<file path="src/rtl/crop_stream_tx.sv">
// crop_stream_tx: forwards a fixed-size crop window of a row-major input frame
// onto the conv2d_input stream, under ap_start/ap_done block control.
// A 2-entry output FIFO decouples the CNN backpressure from the input side.
module crop_stream_tx #(
  parameter int FP_TOTAL = 16,
  parameter int IN_ROWS  = 100,
  parameter int IN_COLS  = 160,
  parameter int OUT_ROWS = 48,
  parameter int OUT_COLS = 48,
  parameter int Y_W      = $clog2(IN_ROWS),
  parameter int X_W      = $clog2(IN_COLS)
) (
  input  logic                ap_clk,
  input  logic                ap_rst,
  input  logic                ap_start,
  output logic                ap_done,
  output logic                ap_idle,
  output logic                ap_ready,
  input  logic [Y_W-1:0]      crop_y,
  input  logic [X_W-1:0]      crop_x,
  input  logic [FP_TOTAL-1:0] frame_in_TDATA,
  input  logic                frame_in_TVALID,
  output logic                frame_in_TREADY,
  output logic [FP_TOTAL-1:0] conv2d_input_V_data_0_V_TDATA,
  output logic                conv2d_input_V_data_0_V_TVALID,
  input  logic                conv2d_input_V_data_0_V_TREADY
);

  localparam logic [Y_W-1:0] Y_MAX    = Y_W'(IN_ROWS - OUT_ROWS);
  localparam logic [X_W-1:0] X_MAX    = X_W'(IN_COLS - OUT_COLS);
  localparam logic [Y_W-1:0] LAST_ROW = Y_W'(IN_ROWS - 1);
  localparam logic [X_W-1:0] LAST_COL = X_W'(IN_COLS - 1);

  typedef enum logic [1:0] {S_IDLE, S_RUN, S_DRAIN, S_DONE} state_t;

  state_t                state;
  logic [Y_W-1:0]        row;
  logic [X_W-1:0]        col;
  logic [Y_W-1:0]        org_y;
  logic [X_W-1:0]        org_x;
  logic                  done;
  logic                  ready;
  logic                  idle;
  logic                  in_ready;

  logic [1:0]            fifo_cnt;
  logic [1:0]            cnt_next;
  logic [FP_TOTAL-1:0]   head;
  logic [FP_TOTAL-1:0]   tail;
  logic                  out_valid;

  logic                  in_hs;
  logic                  out_hs;
  logic                  in_window;
  logic                  push;
  logic                  last_pixel;
  logic [Y_W:0]          y_end;
  logic [X_W:0]          x_end;

  assign in_hs  = frame_in_TVALID & in_ready;
  assign out_hs = out_valid & conv2d_input_V_data_0_V_TREADY;

  // Window bounds computed one bit wider so origin+size cannot wrap.
  assign y_end = {1'b0, org_y} + (Y_W + 1)'(OUT_ROWS);
  assign x_end = {1'b0, org_x} + (X_W + 1)'(OUT_COLS);
  assign in_window = (row >= org_y) && ({1'b0, row} < y_end) &&
                     (col >= org_x) && ({1'b0, col} < x_end);
  assign push       = in_hs & in_window;
  assign last_pixel = (row == LAST_ROW) && (col == LAST_COL);

  assign ap_done         = done;
  assign ap_ready        = ready;
  assign ap_idle         = idle;
  assign frame_in_TREADY = in_ready;
  assign conv2d_input_V_data_0_V_TDATA  = head;
  assign conv2d_input_V_data_0_V_TVALID = out_valid;

  // Occupancy after this edge; push and pop together leave it unchanged.
  always_comb begin
    cnt_next = fifo_cnt;
    if (push && !out_hs) begin
      cnt_next = fifo_cnt + 2'd1;
    end else if (!push && out_hs) begin
      cnt_next = fifo_cnt - 2'd1;
    end
  end

  // Two-entry FIFO: head drives the output, tail holds the second pixel.
  always_ff @(posedge ap_clk) begin
    if (ap_rst) begin
      head      <= '0;
      tail      <= '0;
      fifo_cnt  <= 2'd0;
      out_valid <= 1'b0;
    end else begin
      fifo_cnt  <= cnt_next;
      out_valid <= (cnt_next != 2'd0);
      if (out_hs && fifo_cnt == 2'd2) begin
        head <= tail;
      end
      if (push) begin
        if (fifo_cnt == 2'd0 || (fifo_cnt == 2'd1 && out_hs)) begin
          head <= frame_in_TDATA;
        end else begin
          tail <= frame_in_TDATA;
        end
      end
    end
  end

  // Block control FSM with frame counters; all handshake outputs registered.
  always_ff @(posedge ap_clk) begin
    if (ap_rst) begin
      state    <= S_IDLE;
      row      <= '0;
      col      <= '0;
      org_y    <= '0;
      org_x    <= '0;
      done     <= 1'b0;
      ready    <= 1'b0;
      idle     <= 1'b1;
      in_ready <= 1'b0;
    end else begin
      done  <= 1'b0;
      ready <= 1'b0;
      case (state)
        S_IDLE: begin
          idle     <= 1'b1;
          in_ready <= 1'b0;
          if (ap_start) begin
            org_y    <= (crop_y > Y_MAX) ? Y_MAX : crop_y;
            org_x    <= (crop_x > X_MAX) ? X_MAX : crop_x;
            row      <= '0;
            col      <= '0;
            ready    <= 1'b1;
            idle     <= 1'b0;
            in_ready <= 1'b1;
            state    <= S_RUN;
          end
        end
        S_RUN: begin
          // Registered view of "FIFO has room"; a same-cycle pop is not seen.
          in_ready <= (cnt_next < 2'd2);
          if (in_hs) begin
            if (col == LAST_COL) begin
              col <= '0;
              row <= last_pixel ? '0 : row + 1'b1;
            end else begin
              col <= col + 1'b1;
            end
            if (last_pixel) begin
              in_ready <= 1'b0;
              state    <= S_DRAIN;
            end
          end
        end
        S_DRAIN: begin
          in_ready <= 1'b0;
          if (fifo_cnt == 2'd0) begin
            state <= S_DONE;
          end
        end
        S_DONE: begin
          done  <= 1'b1;
          idle  <= 1'b1;
          state <= S_IDLE;
        end
        default: state <= S_IDLE;
      endcase
    end
  end

endmodule

</file>
<file path="config.mk">
export PLATFORM = sky130hd
export DESIGN_NAME = crop_stream_tx
export DESIGN_NICKNAME = d
export VERILOG_FILES = /design/src/rtl/crop_stream_tx.sv
export SDC_FILE = /design/constraint.sdc
export NUM_CORES = 1
export LEC_CHECK = 0
export CORE_MARGIN = 2
export CORE_UTILIZATION = 49
export DETAILED_ROUTE_END_ITERATION = 10
export PLACE_DENSITY = 0.76
export SYNTH_ARGS = -nofsm -noshare
export SYNTH_HDL_FRONTEND = slang
export SYNTH_SLANG_ARGS = --single-unit
</file>
<file path="constraint.sdc">
create_clock -name ap_clk -period 2.3 [get_ports ap_clk]
set_input_delay 0.23 -clock ap_clk [delete_from_list [all_inputs] [get_ports ap_clk]]
set_output_delay 0.23 -clock ap_clk [all_outputs]
set_load 0.05 [all_outputs]
</file>
==> results.sh, run 1 <==
export IMPL_power_mw=4.45
export IMPL_start_util_pct=49.8
export IMPL_fillers=555
export IMPL_grtUsageTotal_pct=20.7
export IMPL_setup_viol=35
export IMPL_ys_async_sr_fraction_pct=0
export IMPL_finalClockSkew_ns=0.0117
export IMPL_drv_slew=0
export IMPL_ys_warnings_count=0
export IMPL_diodes=0
export IMPL_synth_edf_count=0
export IMPL_coreArea_um2=7650
export IMPL_hold_worst_slack_ns=0.314
export IMPL_status="complete, but fails checks"
export IMPL_drtIter0Drc=187
export IMPL_grt_pass1_vias=3178
export IMPL_relSlewSlack_pct=63.3
export IMPL_fin_util_pct=67.6
export IMPL_tightestPinTransition_ns=0.548
export IMPL_synth_top_area_share_pct=37.3
export IMPL_pin_count=57
export IMPL_seqPwrFrac_pct=32.6
export IMPL_worstPathRequired_ns=2.57
export IMPL_viasPerCell=5.49
export IMPL_crit_chain="inv_2 > ha_4 > xor2_1 > ha_1 > a21oi_2 > o22ai_2 > a211oi_4 > nand4_1 > buf_6 > clkbuf_16 > a211oi_1"
export IMPL_grt_use_met3_pct=3.45
export IMPL_clk_latency_ns=0.36
export IMPL_grtUsageMet2_pct=34.3
export IMPL_h_tree_depth=3
export IMPL_setup_slack_ns=-0.167
export IMPL_final_nets=572
export IMPL_clockBufferDepth=2
export IMPL_pwr_density_cell_nw_per_um2=861
export IMPL_end_kind="flip-flop"
export IMPL_setup_tns_ns=-3.12
export IMPL_cp_start_kind="flip-flop"
export IMPL_fmax_mhz=405
export IMPL_slowest_stage="dfxtp_2"
export IMPL_power_share_switching_pct=38.1
export IMPL_ys_types=52
export IMPL_dp_cells=587
export IMPL_die_area_um2=8490
export IMPL_critPathMaxFanout=16
export IMPL_pre_cts_ws_ns=-0.128
export IMPL_yosysTopAreaCell="dfxtp_1"
export IMPL_synth_cells=418
export IMPL_vias=3340
export IMPL_grt_pass1_wl_um=14200
export IMPL_rows=32
export IMPL_antenna_found_initial=0
export IMPL_routabilityCongestion=0.847
export IMPL_placed_area_um2=4650
export IMPL_cts_hold_buffers=0
export IMPL_violations="negative setup slack"
export IMPL_critPathKind="reg -> reg"
export IMPL_place_detailed_hpwl_um=6090
export IMPL_drive_above_1_share_pct=19.8
export IMPL_synth_top_flop_cell="dfxtp_1"
export IMPL_final_hold_violation_count=0
export IMPL_layoutNonFillerInstCount=608
export IMPL_period_minus_slack_ns=2.47
export IMPL_top_usage_layer="met2"
export IMPL_p_leak_nw=2.22
export IMPL_area_growth_pct=35.7
export IMPL_synth_area_top_cells="dfxtp_1 (37%), ha_1 (11%), mux2i_1 (8.9%)"
export IMPL_synth_area_um2=3810
export IMPL_cts_buffers=9
export IMPL_antenna_left=0
export IMPL_finalWirelength_um=9160
export IMPL_die_x_um=92.2
export IMPL_peakVddDrop_mv=0.369
export IMPL_drt_pass1_iterations=6
export IMPL_timing_final_crit_share_pct=107
export IMPL_ys_ff_latch=71
export IMPL_clock_root_buffer="clkbuf_8"
export IMPL_die_y_um=92.2
export IMPL_internal_power_mw=2.75
export IMPL_wl_per_cell_um=15.1
export IMPL_clkTransAtPathRegs_ns=0.09
export IMPL_cts_tree="done"
export IMPL_comb_power_share_pct=41.5
export IMPL_synth_nets=489
export IMPL_clock_sinks=71
export IMPL_gr_total_overflow=0
export IMPL_use_met1_pct=26.6
export IMPL_power_switching_mw=1.69
export IMPL_pwr_share_clk_pct=25.9
export IMPL_final_area_um2=5170
export IMPL_rsz0062_at_grt="true"
export IMPL_cp_arrival_ns=2.74
export IMPL_grt_max_degree=33
export IMPL_drc=0
export IMPL_portBuffers=56
export IMPL_yosysSeqAreaShare_pct=37.3
export IMPL_maxCapViolCount=0
export IMPL_avgSynthCellArea_um2=9.11
export IMPL_hp_class="in -> reg"
export IMPL_slowest_delay_ns=0.37
-- final cells by class --
type	instances	area (µm²)	share of cell area, %
Tap cell	102	128	2.47
Clock inverter	7	104	2.01
Clock buffer	9	124	2.40
Multi-Input combinational cell	304	2410	46.7
Inverter	24	90.1	1.74
Sequential cell	71	1430	27.6
Timing Repair Buffer	91	886	17.1
-- worst paths after layout --
kind / start / to / slack [ns] / cells past startpoint
worst min register to register: org_y[2]$_SDFFE_PP0P_ / org_y[2]$_SDFFE_PP0P_ / 0.49 / 2
worst min-delay path: ap_rst / row[0]$_SDFFE_PP0P_ / 0.31 / 2
worst max-delay path: org_x[5]$_SDFFE_PP0P_ / conv2d_input_V_data_0_V_TDATA[15]$_SDFF_PP0_ / -0.17 / 11
worst max register to register: org_x[5]$_SDFFE_PP0P_ / conv2d_input_V_data_0_V_TDATA[15]$_SDFF_PP0_ / -0.17 / 11
-- cell families after synthesis --
family                   Yosys count  share of synthesized area (%)
AND/OR/NAND/NOR                  143                           18.1
AO/OA/AOI/OAI                     81                           16.7
flip-flops                        71                           37.3
buffers and inverters             43                           4.80
multiplexers                      35                           9.33
adder cells (fa/ha/maj)           35                           11.5
XOR/XNOR                          10                           2.30
-- metal layers --
| metal | routed length (µm) | vias up |
|---|---|---|
| met5 | 0 | - |
| met4 | 169 | 0 |
| met3 | 387 | 17 |
| met1 | 4080 | 1587 |
| li1 | - | 1668 |
| met2 | 4520 | 68 |
-- synthesized netlist by cell type, types with 2 or more instances --
library cell and count:
dfxtp_1 71, nor2_1 59, ha_1 35, mux2i_1 34, inv_1 24, a211oi_1 22
nor3_1 21, nand2_1 17, a21oi_1 16, clkbuf_1 12, nand3_1 10, o21ai_0 9
a22oi_1 8, nand4_1 8, xor2_1 8, nand2b_1 6, buf_2 5, nor2b_1 5
and3_1 3, nor3b_1 3, a211o_1 2, a211oi_4 2, a21o_1 2, a31oi_1 2
and2_1 2, buf_6 2, nand4b_1 2, nor4_1 2, o21ai_1 2, xnor2_1 2
-- power groups by stage --
stage	combinational [mW]	sequential (mW)	clock [mW]
floorplan	0.976	1.62	0
global placement	1.62	1.46	0
detailed placement	1.67	1.47	0
CTS	1.69	1.44	1.16
global route	2.01	1.47	1.22
finish	1.85	1.45	1.15
-- cell usage in the layout, fill, tap and decap left out, drive strengths merged, types with 5 or more instances in the layout --
| master | netlist | routed |
|---|---|---|
| nor2 | 59 | 59 |
| mux2i | 34 | 34 |
| dfxtp | 71 | 71 |
| nor2b | 5 | 5 |
| a22oi | 8 | 8 |
| nand3 | 10 | 10 |
| nand2 | 17 | 17 |
| nand2b | 6 | 6 |
| xor2 | 8 | 8 |
| nand4 | 8 | 8 |
| a211oi | 24 | 24 |
| inv | 24 | 26 |
| a21oi | 17 | 17 |
| clkbuf | 12 | 11 |
| buf | 7 | 34 |
| nor3 | 21 | 21 |
| clkdlybuf4s50 | 0 | 55 |
| o21ai | 11 | 11 |
| ha | 35 | 35 |
-- flip-flops by register name, indices dropped and copies added (netlist names) --
| signal | cells |
|---|---|
| tail | 16 |
| org_y | 7 |
| state | 2 |
| col | 8 |
| ap_done | 1 |
| frame_in_TREADY | 1 |
| row | 7 |
| org_x | 8 |
| ap_ready | 1 |
| ap_idle | 1 |
| conv2d_input_V_data_0_V_TDATA | 16 |
| conv2d_input_V_data_0_V_TVALID | 1 |
| fifo_cnt | 2 |
-- critical path, delay by kind of cell (launching register included) --
family	cells	cell delay [ns]
AO/OA/AOI/OAI	4	0.79
XOR/XNOR	1	0.14
AND/OR/NAND/NOR	1	0.17
buffers and inverters	3	0.42
adder cells (fa/ha/maj)	2	0.49
flip-flops	1	0.37
-- timing repair --
action                     4_1_cts  5_1_grt
pin swaps                        5       12
setup endpoints to repair       36       37
cloned                           0        2
setup buffers                    0        3
hold endpoints to repair         0        0
resized for setup                5       43
Power figures use the tool's default switching activity.
==> run 2: changes to the inputs <==
--- a/config.mk
+++ b/config.mk
@@ -8,6 +8,7 @@
 export CORE_MARGIN = 2
 export CORE_UTILIZATION = 49
 export DETAILED_ROUTE_END_ITERATION = 10
+export GPL_TIMING_DRIVEN = 0
 export PLACE_DENSITY = 0.76
 export SYNTH_ARGS = -nofsm -noshare
 export SYNTH_HDL_FRONTEND = slang
==> results.sh, run 2 (synthesized netlist as in run 1, its figures left out) <==
export IMPL_hold_worst_slack_ns=0.372
export IMPL_placed_area_um2=4490
export IMPL_die_y_um=92.2
export IMPL_die_x_um=92.2
export IMPL_critPathKind="reg -> reg"
export IMPL_layout_common_cells="dfxtp_1 (62), clkdlybuf4s50_1 (55), nor2_1 (43)"
export IMPL_clockBufferDepth=2
export IMPL_vias=3539
export IMPL_rsz0062_at_grt="true"
export IMPL_final_hold_violation_count=0
export IMPL_relSlewSlack_pct=52.0
export IMPL_drtIter0Drc=296
export IMPL_final_nets=572
export IMPL_finalClockSkew_ns=0.0102
export IMPL_drc=0
export IMPL_setup_slack_ns=-0.324
export IMPL_clkTransAtPathRegs_ns=0.08
export IMPL_antenna_found_initial=0
export IMPL_finalWirelength_um=10900
export IMPL_dp_cells=575
export IMPL_setup_tns_ns=-5.85
export IMPL_grtUsageTotal_pct=24.3
export IMPL_drt_pass1_iterations=5
export IMPL_pre_cts_ws_ns=-0.333
export IMPL_violations="negative setup slack"
export IMPL_fillers=544
export IMPL_coreArea_um2=7650
export IMPL_p_leak_nw=2.19
export IMPL_ff2ff_path_depth=10
export IMPL_status="complete, but fails checks"
export IMPL_die_area_um2=8490
export IMPL_peakVddDrop_mv=0.420
export IMPL_period_minus_slack_ns=2.62
export IMPL_cp_start_kind="flip-flop"
export IMPL_antenna_left=0
export IMPL_layoutNonFillerInstCount=608
export IMPL_worstPathRequired_ns=2.52
export IMPL_viasPerCell=5.82
export IMPL_portBuffers=55
export IMPL_timing_final_crit_share_pct=114
export IMPL_clk_latency_ns=0.36
export IMPL_pwr_density_cell_nw_per_um2=843
export IMPL_setup_viol=36
export IMPL_power_mw=4.46
export IMPL_pin_count=57
export IMPL_tightestPinTransition_ns=0.720
export IMPL_cts_buffers=9
export IMPL_area_growth_pct=38.9
export IMPL_cts_tree="done"
export IMPL_wl_per_cell_um=18.0
export IMPL_place_detailed_hpwl_um=6610
export IMPL_h_tree_depth=3
export IMPL_grt_max_degree=14
export IMPL_grt_pass1_vias=3488
export IMPL_routabilityCongestion=0.810
export IMPL_cts_hold_buffers=0
export IMPL_final_common_cell="dfxtp_1"
export IMPL_fin_util_pct=69.2
export IMPL_holdPathStages=3
export IMPL_final_area_um2=5290
export IMPL_critPathMaxFanout=6
export IMPL_diodes=0
export IMPL_rows=32
export IMPL_clock_root_buffer="clkbuf_8"
export IMPL_cp_arrival_ns=2.85
export IMPL_drive_above_1_share_pct=22.3
export IMPL_end_kind="flip-flop"
export IMPL_start_util_pct=49.8
export IMPL_hp_class="in -> reg"
export IMPL_gr_total_overflow=0
export IMPL_clock_sinks=71
export IMPL_drv_slew=0
export IMPL_grt_pass1_wl_um=16400
export IMPL_maxCapViolCount=0
export IMPL_fmax_mhz=381
run 2: final cells by class:
type,instances,area [µm²],area share (%)
Tap cell,102,128,2.41
Clock inverter,6,67.6,1.28
Timing Repair Buffer,73,758,14.3
Buffer,18,146,2.77
Inverter,24,90.1,1.70
Sequential cell,71,1440,27.1
Clock buffer,10,138,2.60
Multi-Input combinational cell,304,2530,47.8
run 2: worst paths after layout:
| kind | startpoint | endpoint | slack (ns) |
|---|---|---|---|
| setup / recovery | org_x[4]$_SDFFE_PP0P_ | tail[2]$_SDFFE_PP0P_ | -0.32 |
| hold reg to reg | tail[9]$_SDFFE_PP0P_ | tail[9]$_SDFFE_PP0P_ | 0.50 |
| hold / removal | ap_rst | row[6]$_SDFFE_PP0P_ | 0.37 |
| setup reg to reg | org_x[4]$_SDFFE_PP0P_ | tail[2]$_SDFFE_PP0P_ | -0.32 |
run 2: power breakdown:
group	internal, mW	switching, mW	total [mW]
combinational	0.785	1.15	1.93
clock	0.536	0.518	1.05
sequential	1.36	0.109	1.47
run 2: metal layers:
layer	GRT usage (%)	vias up	part of all wire [%]
met3	4.52	20	5.7
li1	-	1671	-
met1	30.9	1705	41
met4	7.96	0	2.0
met2	41.6	143	51
met5	0	-	0
run 2: worst max-delay path, stage by stage, from the launching register on:
cell      delay, ns
dfxtp_2        0.33
o21ai_0        0.30
xnor2_1        0.14
ha_1           0.19
a221o_1        0.35
a211oi_4       0.34
nand4b_1       0.17
buf_6          0.18
buf_12         0.13
mux2i_1        0.24
nor2_1         0.10
run 2: what timing repair did:
item | CTS | global route
endpoints found under the setup margin | 39 | 41
pin swaps | 20 | 4
cloned | 1 | 2
hold endpoints to repair | 0 | 0
resized for setup | 81 | 23
setup buffers | 13 | 2
==> run 3: changes to the inputs <==
--- a/config.mk
+++ b/config.mk
@@ -10,6 +10,7 @@
 export DETAILED_ROUTE_END_ITERATION = 10
 export GPL_TIMING_DRIVEN = 0
 export PLACE_DENSITY = 0.76
+export SETUP_SLACK_MARGIN = 0.1
 export SYNTH_ARGS = -nofsm -noshare
 export SYNTH_HDL_FRONTEND = slang
 export SYNTH_SLANG_ARGS = --single-unit
==> results.sh, run 3 (synthesized netlist as in run 1, its figures left out) <==
export IMPL_period_minus_slack_ns=2.50
export IMPL_grt_pass1_vias=3490
export IMPL_clkTransAtPathRegs_ns=0.09
export IMPL_grt_max_degree=16
export IMPL_drtIter0Drc=205
export IMPL_final_nets=574
export IMPL_diodes=0
export IMPL_place_detailed_hpwl_um=6840
export IMPL_pin_count=57
export IMPL_drt_pass1_iterations=4
export IMPL_drc=0
export IMPL_area_growth_pct=38.5
export IMPL_clockBufferDepth=2
export IMPL_final_area_um2=5280
export IMPL_h_tree_depth=3
export IMPL_setup_viol=37
export IMPL_grt_pass1_wl_um=16500
export IMPL_fillers=561
export IMPL_critPathKind="reg -> reg"
export IMPL_rows=32
export IMPL_min_delay_start="ap_rst"
export IMPL_grtUsageTotal_pct=24.7
export IMPL_portBuffers=55
export IMPL_regToRegStartpoint="col[3]$_SDFFE_PP0P_"
export IMPL_violations="negative setup slack"
export IMPL_clk_latency_ns=0.37
export IMPL_power_switching_mw=1.78
export IMPL_worstPathRequired_ns=2.51
export IMPL_antenna_found_initial=0
export IMPL_finalWirelength_um=10800
export IMPL_die_area_um2=8490
export IMPL_timing_final_crit_share_pct=109
export IMPL_pwr_density_cell_nw_per_um2=822
export IMPL_cp_arrival_ns=2.71
export IMPL_wl_per_cell_um=17.8
export IMPL_final_common_cell="dfxtp_1"
export IMPL_drive_above_1_share_pct=23.4
export IMPL_setup_slack_ns=-0.198
export IMPL_critPathMaxFanout=6
export IMPL_comb_power_share_pct=43.5
export IMPL_gr_total_overflow=0
export IMPL_relSlewSlack_pct=45.4
export IMPL_clock_sinks=71
export IMPL_cts_buffers=9
export IMPL_pre_cts_ws_ns=-0.382
export IMPL_power_share_switching_pct=41.1
export IMPL_clock_root_buffer="clkbuf_8"
export IMPL_fmax_mhz=400
export IMPL_cts_tree="done"
export IMPL_antenna_left=0
export IMPL_die_x_um=92.2
export IMPL_internal_power_mw=2.55
export IMPL_p_leak_nw=2.18
export IMPL_pwr_share_clk_pct=22.5
export IMPL_start_util_pct=49.8
export IMPL_cp_start_kind="flip-flop"
export IMPL_vias=3499
export IMPL_layout_common_cells="dfxtp_1 (61), clkdlybuf4s50_1 (55), nor2_1 (43)"
export IMPL_seqPwrFrac_pct=34.1
export IMPL_placed_area_um2=4540
export IMPL_maxCapViolCount=0
export IMPL_end_kind="flip-flop"
export IMPL_final_hold_violation_count=0
export IMPL_status="complete, but fails checks"
export IMPL_routabilityCongestion=0.786
export IMPL_finalClockSkew_ns=0.0157
export IMPL_critPathLaunch="col[3]$_SDFFE_PP0P_"
export IMPL_hp_class="in -> reg"
export IMPL_coreArea_um2=7650
export IMPL_die_y_um=92.2
export IMPL_rsz0062_at_grt="true"
export IMPL_power_mw=4.34
export IMPL_drv_slew=0
export IMPL_tightestPinTransition_ns=0.819
export IMPL_viasPerCell=5.74
export IMPL_peakVddDrop_mv=0.480
==> run 3: power groups by stage <==
stage / sequential [mW] / combinational, mW / clock (mW)
finish: 1.48 / 1.89 / 0.974
CTS: 1.47 / 1.70 / 0.970
global route: 1.49 / 2.04 / 1.02
floorplan: 1.63 / 1.00 / 0
global placement: 1.49 / 1.51 / 0
detailed placement: 1.50 / 1.57 / 0
==> run 3: cell type report <==
cell class	instances	area [µm²]	area share (%)
Multi-Input combinational cell	304	2530	48.0
Sequential cell	71	1440	27.3
Timing Repair Buffer	75	757	14.4
Buffer	18	145	2.75
Tap cell	102	128	2.42
Clock buffer	9	124	2.35
Inverter	24	92.6	1.76
Clock inverter	7	60.1	1.14
==> run 3: repair_timing <==
item                       in CTS  in global routing
pin swaps                      28                  8
gates resized for setup        53                 39
hold endpoints to repair        0                  0
setup endpoints to repair      41                 46
hold buffers                    0                  0
cloned                          2                  0
setup buffers                  10                  8
==> run 3: per-layer routing <==
metal  routed length, µm  global-route usage, %
met3                 444                   3.53
met5                   0                      0
met2                5450                   42.7
met1                4600                   30.1
met4                 351                   11.7
==> run 3: critical path, stage by stage (launching register included) <==
cell and delay [ns]:
dfxtp_1 0.49, ha_2 0.28, a211o_1 0.11, a31oi_1 0.04, or3_4 0.40, a31oi_4 0.28, nand4b_1 0.16, buf_6 0.18
buf_6 0.11, mux2i_1 0.20, nor2_1 0.09
==> run 3: per-stage QoR <==
stage	instances	TNS (ns)	hold slack, ns	utilization [%]
2_1_floorplan	418	0	0.374	-
3_3_place_gp	575	-5.08	0.474	59.3
3_5_place_dp	575	-7.61	0.485	59.3
6_report	610	-3.23	0.320	69.0
4_1_cts	602	-0.865	0.329	66.0
5_1_grt	610	-7.99	0.364	69.0
==> run 3: path summary, 6_finish.rpt <==
path	to	slack, ns	cells after the start
max	tail[0]$_SDFFE_PP0P_	-0.20	10
min	row[4]$_SDFFE_PP0P_	0.32	3
max reg2reg	tail[0]$_SDFFE_PP0P_	-0.20	10
min reg2reg	tail[10]$_SDFFE_PP0P_	0.50	2
